[src/rtl/resnet88_output_collector_if.sv]
// resnet88_output_collector_if
// Bundles the lane capture inputs, the packed output stream and the status
// outputs of the resnet88 output collector. The collector connects through the
// master modport. The host/DMA side or a testbench connects through the slave
// modport.
interface resnet88_output_collector_if #(
  parameter int LANES  = 8,
  parameter int DATA_W = 16
);
  logic                      flush;
  logic [LANES-1:0]          lane_valid;
  logic [LANES*DATA_W-1:0]   lane_data;
  logic                      out_valid;
  logic                      out_ready;
  logic [LANES*DATA_W-1:0]   out_data;
  logic [LANES-1:0]          overflow;
  logic [31:0]               word_count;

  modport master (
    input  flush, lane_valid, lane_data, out_ready,
    output out_valid, out_data, overflow, word_count
  );

  modport slave (
    output flush, lane_valid, lane_data, out_ready,
    input  out_valid, out_data, overflow, word_count
  );
endinterface

[src/rtl/resnet88_output_collector.sv]
// resnet88_output_collector
// Each of the LANES output lanes of the resnet88 accelerator is captured into its
// own small FIFO. The lanes have no backpressure, so skew between them is
// absorbed by these FIFOs. When every lane holds a sample, the heads are popped
// together and packed into a one-entry output register. That register drives a
// valid/ready stream.
//
// Optional feature macro: RESNET88_COLLECTOR_STATS_EN
//   defined   : sticky per-lane overflow flags and a 32-bit accepted-word counter
//   undefined : overflow and word_count are tied to 0. The datapath is unchanged.
module resnet88_output_collector #(
  parameter int LANES  = 8,
  parameter int DATA_W = 16,
  parameter int DEPTH  = 4
) (
  input  logic                        clk,
  input  logic                        rst,
  resnet88_output_collector_if.master bus
);

  localparam int AW = $clog2(DEPTH);
  localparam int CW = AW + 1;

  typedef enum logic {S_EMPTY, S_FULL} state_t;

  state_t                    state_q, state_d;
  logic [LANES*DATA_W-1:0]   out_data_q, out_data_d;
  logic [LANES*DATA_W-1:0]   head_data;
  logic [LANES-1:0]          lane_nonempty;
  logic [LANES-1:0]          lane_full;
  logic [LANES-1:0]          push_ok;
  logic                      load;

  // Per-lane FIFOs. All lanes pop together on load, so every packed word holds
  // the k-th sample of every lane. A full lane still accepts a push when it pops
  // on the same edge.
  for (genvar gi = 0; gi < LANES; gi++) begin : g_lane
    logic [DATA_W-1:0] mem_q [DEPTH];
    logic [AW-1:0]     wr_ptr_q, wr_ptr_d;
    logic [AW-1:0]     rd_ptr_q, rd_ptr_d;
    logic [CW-1:0]     cnt_q, cnt_d;

    assign lane_nonempty[gi] = (cnt_q != '0);
    assign lane_full[gi]     = (cnt_q == CW'(DEPTH));
    assign push_ok[gi]       = bus.lane_valid[gi] && (!lane_full[gi] || load);
    assign head_data[gi*DATA_W +: DATA_W] = mem_q[rd_ptr_q];

    // Next pointers and occupancy from this lane's push and the shared pop.
    always_comb begin
      wr_ptr_d = wr_ptr_q;
      rd_ptr_d = rd_ptr_q;
      if (push_ok[gi]) wr_ptr_d = wr_ptr_q + AW'(1);
      if (load)        rd_ptr_d = rd_ptr_q + AW'(1);
      cnt_d = cnt_q + CW'(push_ok[gi]) - CW'(load);
    end

    // Pointer and occupancy registers. A flush empties the lane like a reset.
    always_ff @(posedge clk or posedge rst) begin
      if (rst) begin
        wr_ptr_q <= '0;
        rd_ptr_q <= '0;
        cnt_q    <= '0;
      end else if (bus.flush) begin
        wr_ptr_q <= '0;
        rd_ptr_q <= '0;
        cnt_q    <= '0;
      end else begin
        wr_ptr_q <= wr_ptr_d;
        rd_ptr_q <= rd_ptr_d;
        cnt_q    <= cnt_d;
      end
    end

    // Sample storage. It needs no reset because the occupancy marks it invalid.
    always_ff @(posedge clk) begin
      if (!bus.flush && push_ok[gi]) begin
        mem_q[wr_ptr_q] <= bus.lane_data[gi*DATA_W +: DATA_W];
      end
    end
  end

  // Output register FSM: load whenever every lane has a sample and the slot is free or being drained.
  always_comb begin
    state_d    = state_q;
    out_data_d = out_data_q;
    load       = (&lane_nonempty) && ((state_q == S_EMPTY) || bus.out_ready);
    case (state_q)
      S_EMPTY: begin
        if (load) begin
          state_d    = S_FULL;
          out_data_d = head_data;
        end
      end
      S_FULL: begin
        if (load) begin
          out_data_d = head_data;
        end else if (bus.out_ready) begin
          state_d = S_EMPTY;
        end
      end
      default: state_d = S_EMPTY;
    endcase
  end

  // Output register state and data. A flush drops any pending word.
  always_ff @(posedge clk or posedge rst) begin
    if (rst) begin
      state_q    <= S_EMPTY;
      out_data_q <= '0;
    end else if (bus.flush) begin
      state_q    <= S_EMPTY;
      out_data_q <= '0;
    end else begin
      state_q    <= state_d;
      out_data_q <= out_data_d;
    end
  end

  assign bus.out_valid = (state_q == S_FULL);
  assign bus.out_data  = out_data_q;

`ifdef RESNET88_COLLECTOR_STATS_EN
  logic [LANES-1:0] overflow_q, overflow_d;
  logic [31:0]      word_count_q, word_count_d;

  // A sample is lost when its lane is full and no pop happens on that edge.
  always_comb begin
    overflow_d   = overflow_q | (bus.lane_valid & lane_full & {LANES{~load}});
    word_count_d = word_count_q;
    if ((state_q == S_FULL) && bus.out_ready) word_count_d = word_count_q + 32'd1;
  end

  // Sticky overflow flags and the accepted-word counter.
  always_ff @(posedge clk or posedge rst) begin
    if (rst) begin
      overflow_q   <= '0;
      word_count_q <= '0;
    end else if (bus.flush) begin
      overflow_q   <= '0;
      word_count_q <= '0;
    end else begin
      overflow_q   <= overflow_d;
      word_count_q <= word_count_d;
    end
  end

  assign bus.overflow   = overflow_q;
  assign bus.word_count = word_count_q;
`else
  assign bus.overflow   = '0;
  assign bus.word_count = '0;
`endif

endmodule
[src/flat_wrapper.sv]
// flat-port wrapper written by rule: the top's interface ports become plain ports
module resnet88_output_collector_flat 
#(
  parameter int LANES  = 8,
  parameter int DATA_W = 16,
  parameter int DEPTH  = 4
)
  (clk, rst, bus_flush, bus_lane_valid, bus_lane_data, bus_out_ready, bus_out_valid, bus_out_data, bus_overflow, bus_word_count);
  resnet88_output_collector_if #(.LANES(LANES), .DATA_W(DATA_W)) bus_i ();
  input  logic clk;
  input  logic rst;
  input wire logic [$bits(bus_i.flush)-1:0] bus_flush;
  input wire logic [$bits(bus_i.lane_valid)-1:0] bus_lane_valid;
  input wire logic [$bits(bus_i.lane_data)-1:0] bus_lane_data;
  input wire logic [$bits(bus_i.out_ready)-1:0] bus_out_ready;
  output wire logic [$bits(bus_i.out_valid)-1:0] bus_out_valid;
  output wire logic [$bits(bus_i.out_data)-1:0] bus_out_data;
  output wire logic [$bits(bus_i.overflow)-1:0] bus_overflow;
  output wire logic [$bits(bus_i.word_count)-1:0] bus_word_count;
  assign bus_i.flush = bus_flush;
  assign bus_i.lane_valid = bus_lane_valid;
  assign bus_i.lane_data = bus_lane_data;
  assign bus_i.out_ready = bus_out_ready;
  assign bus_out_valid = bus_i.out_valid;
  assign bus_out_data = bus_i.out_data;
  assign bus_overflow = bus_i.overflow;
  assign bus_word_count = bus_i.word_count;
  resnet88_output_collector #(.LANES(LANES), .DATA_W(DATA_W), .DEPTH(DEPTH)) u_core (.clk(clk), .rst(rst), .bus(bus_i));
endmodule
[config.mk]
export PLATFORM = sky130hd
export DESIGN_NAME = resnet88_output_collector_flat
export DESIGN_NICKNAME = d
export VERILOG_FILES = /design/src/rtl/resnet88_output_collector_if.sv /design/src/rtl/resnet88_output_collector.sv /design/src/flat_wrapper.sv
export SDC_FILE = /design/constraint.sdc
export NUM_CORES = 1
export LEC_CHECK = 0
export CAP_MARGIN = 20
export CORE_AREA = 4 4 175 304
export CTS_CLUSTER_SIZE = 25
export DETAILED_ROUTE_END_ITERATION = 10
export DIE_AREA = 0 0 179 308
export PLACE_DENSITY_LB_ADDON = 0.3
export SYNTH_ARGS = -nofsm -noshare
export SYNTH_HDL_FRONTEND = slang
export SYNTH_SLANG_ARGS = --single-unit
[constraint.sdc]
create_clock -name clk -period 7.1 [get_ports clk]
set_input_delay 1.42 -clock clk [delete_from_list [all_inputs] [get_ports clk]]
set_output_delay 1.42 -clock clk [all_outputs]
set_load 0.02 [all_outputs]
==> results_dict.tcl <==
set metrics [dict create \
    start_util 0.567 \
    fin_skew_ns 0.0187 \
    required_ns 7.38 \
    worst-setup-path-type "input port to flip-flop" \
    p_leak_nw 11.7 \
    rrSetupSlack_ns 3.19 \
    path_buf_inv 4 \
    viasPerCell 6.22 \
    clk_pin_slew_ns 0.06 \
    async_flop_share 0.265 \
    slew_headroom 0.244 \
    hpwl_mm 40.6 \
    cp_cell_sequence "clkdlybuf4s50_1 -> nand2b_4 -> buf_4 -> buf_4 -> a41oi_1 -> nor3b_2 -> buf_4" \
    cts_htree_levels 2 \
    die_w_um 179 \
    root_buffer "clkbuf_16" \
    fmaxAchievable_mhz 228 \
    post_synth.cell_area_avg_um2 16.6 \
    num_rows 109 \
    startpoint_type "input port" \
    clock_path_buffers 3 \
    yosysTopAreaCellShare 0.536 \
    hold_class "flip-flop to flip-flop" \
    power_density_nw_per_um2 259 \
    maxUsedRoutingLayer "met5" \
    tightest_slew_ns 1.13 \
    grt_pass1_wl_mm 101 \
    synth_fa_ha_area_frac 0.0230 \
    worstReg2RegEnd "u_core.g_lane[1].cnt_q[2]" \
    synth_edf_count 512 \
    grt_max_degree 140 \
    core_um2 50600 \
    hold_start "u_core.bus.out_data[26]" \
    cp_common_cell "buf_4" \
    yosys.area_share.simple 0.0615 \
    drcViolationCount 0 \
    grt_overflow_total 0 \
    wl_met2_mm 35.8 \
    synth_seq_cells 697 \
    ios 309 \
    yosysTopAreaCell "edfxtp_1" \
    finalSetupViolCount 0 \
    synth_top_family_by_area "multiplexers" \
    synth_cells 1728 \
    layout_worst_path_cycle_share 0.619 \
    worstPathMaxFanout 59 \
    synth_common_cells "edfxtp_1 (512), dfrtp_1 (185), o31ai_1 (144)" \
    clock-sinks 697 \
    dr.pass1.iters 5 \
    tritoncts "yes" \
    finalHoldViolCount 0 \
    clkLatencyLatePin_ns 0.60 \
    track_usage 0.236 \
    drt_iter0_drc 1301 \
    cpLargestDelayFamily "buffers and inverters" \
    drv_slew 0 \
    m1WireLength_mm 23.5 \
    peakVddDrop_mv 0.227 \
    timing.rr.start "u_core.g_lane[2].cnt_q[1]" \
    min_to "u_core.bus.out_data[26]" \
    yosysMostFrequentCell "edfxtp_1" \
    grt_pass1_vias 17500 \
    final_layout_size_suffix_gt1_frac 0.175 \
    port_buffers 268 \
    p_total_mw 8.92 \
    syn_to_final_growth_pct 20.3 \
    synth_cell_types 34 \
    tns_ns 0 \
    ff2ff_path_depth 10 \
    antenna_left 0 \
    fp.dieH_um 308 \
    status "finished clean" \
    hold-path-cell-count 2 \
    hold_buffers 0 \
    globalplace.congestion 0.779 \
    wl_per_cell_um 24.5 \
    ys_warn_count 0 \
    slowest_delay_ns 0.65 \
    end_kind "flip-flop" \
    ys.flop_type "edfxtp_1" \
    rsz0062_at_grt "false" \
    muxShareOfSynthArea 0.111 \
    netlist_top_cells_area "edfxtp_1 (54%), dfrtp_1 (16%), mux4_2 (10%)" \
    synth_xor_area_frac 0.00489 \
    synth_compound_area_frac 0.0649 \
    routed_wirelength_mm 65.6 \
    arrival_ns 4.67 \
    cts_resized 0 \
    critPathSlowestCell "nand2b_4" \
    synth_area_um2 28700 \
    ys_seq_area_frac 0.698 \
    post-route-min-period_ns 4.40 \
    n_fill_cell 3296 \
    post_cts_buffers 0 \
    route.met3.wl_mm 3.75 \
    fin_nets 2143 \
    die_area_um2 55100 \
    antenna_found_initial 5 \
    vias 16600 \
    numCtsBuffers 59 \
    drv_cap 0 \
]
## layout by cell type (no fill, tap or decap), types with 9 or more instances in the layout
cell type        instances
nor2_1                  52
nand2_1                 10
nand4_1                136
mux4_2                 128
clkdlybuf4s50_1        267
conb_1                  40
o31ai_1                144
clkbuf_16               61
dfrtp_1                185
buf_6                   15
mux2_2                  16
nor4bb_4                20
ha_1                    40
edfxtp_1               512
nor2b_1                 16
a21oi_1                137
nor3b_2                 12
buf_4                   32
mux2i_1                 13
nand2b_1                16
inv_1                   24
buf_16                   9
clkinv_2                17
## sequential cells by signal, indices dropped and copies added, names as in the netlist
name,count
u_core.g_lane.cnt_q,24
u_core.bus.out_valid,1
u_core.bus.out_data,128
u_core.g_lane.wr_ptr_q,16
u_core.g_lane.mem_q,512
u_core.g_lane.rd_ptr_q,16
## logic make-up (layout without fill, tap and decap cells)
group / after synthesis / after routing
adder cells (fa/ha/maj): 48 / 48
AND/OR/NAND/NOR: 290 / 290
flip-flops: 697 / 697
XOR/XNOR: 16 / 16
buffers and inverters: 224 / 462
other: 1 / 44
AO/OA/AOI/OAI: 295 / 295
multiplexers: 157 / 157
## worst max path at each step
stage                   from                           end  depth (start not counted)
2_1_floorplan            rst        u_core.bus.out_data[0]                          1
3_3_place_gp   bus_out_ready  u_core.g_lane[3].mem_q[1][3]                          7
3_5_place_dp   bus_out_ready  u_core.g_lane[1].mem_q[3][0]                          5
4_1_cts        bus_out_ready  u_core.g_lane[3].mem_q[3][5]                          7
5_1_grt        bus_out_ready     u_core.g_lane[3].cnt_q[2]                         10
6_report       bus_out_ready  u_core.g_lane[3].mem_q[3][5]                          7
## per-layer routing
layer  up-vias  track usage
met4         2       0.0956
li1       7253            -
met5         -            0
met2       609        0.424
met1      8637        0.286
met3       130       0.0334
## through the flow
stage / setup slack, ns / hold WS [ns] / instance area, um^2 / cells / util
detailed placement: 2.09 / 0.527 / 32100 / 2537 / 0.634
finish: 2.70 / 0.530 / 34500 / 2675 / 0.681
global route: 2.52 / 0.552 / 34500 / 2674 / 0.681
floorplan: 0.651 / 0.525 / 28800 / 1767 / -
CTS: 2.73 / 0.536 / 34100 / 2648 / 0.673
global placement: 2.22 / 0.522 / 32000 / 2534 / 0.633
## cell type report
class	count	area (um^2)	area share
timing repair buffer	326	3380	0.0980
antenna	4	10.0	0.000290
multi-input combinational	846	8160	0.237
clock inverter	43	424	0.0123
tap	666	833	0.0242
sequential	697	20000	0.580
inverter	25	101	0.00294
clock buffer	68	1560	0.0453
## report_power, final
part	leakage [nW]	switching [mW]	internal, mW
Combinational	3.50	0.584	0.355
Sequential	7.21	0.0957	4.60
Clock	0.971	1.47	1.82
## tightest hold or removal path, delay by kind of cell, from the launching register on
| kind | cells | cell delay [ns] |
|---|---|---|
| AO/OA/AOI/OAI | 2 | 0.12 |
| flip-flops | 1 | 0.37 |
Power figures use the tool's default switching activity.
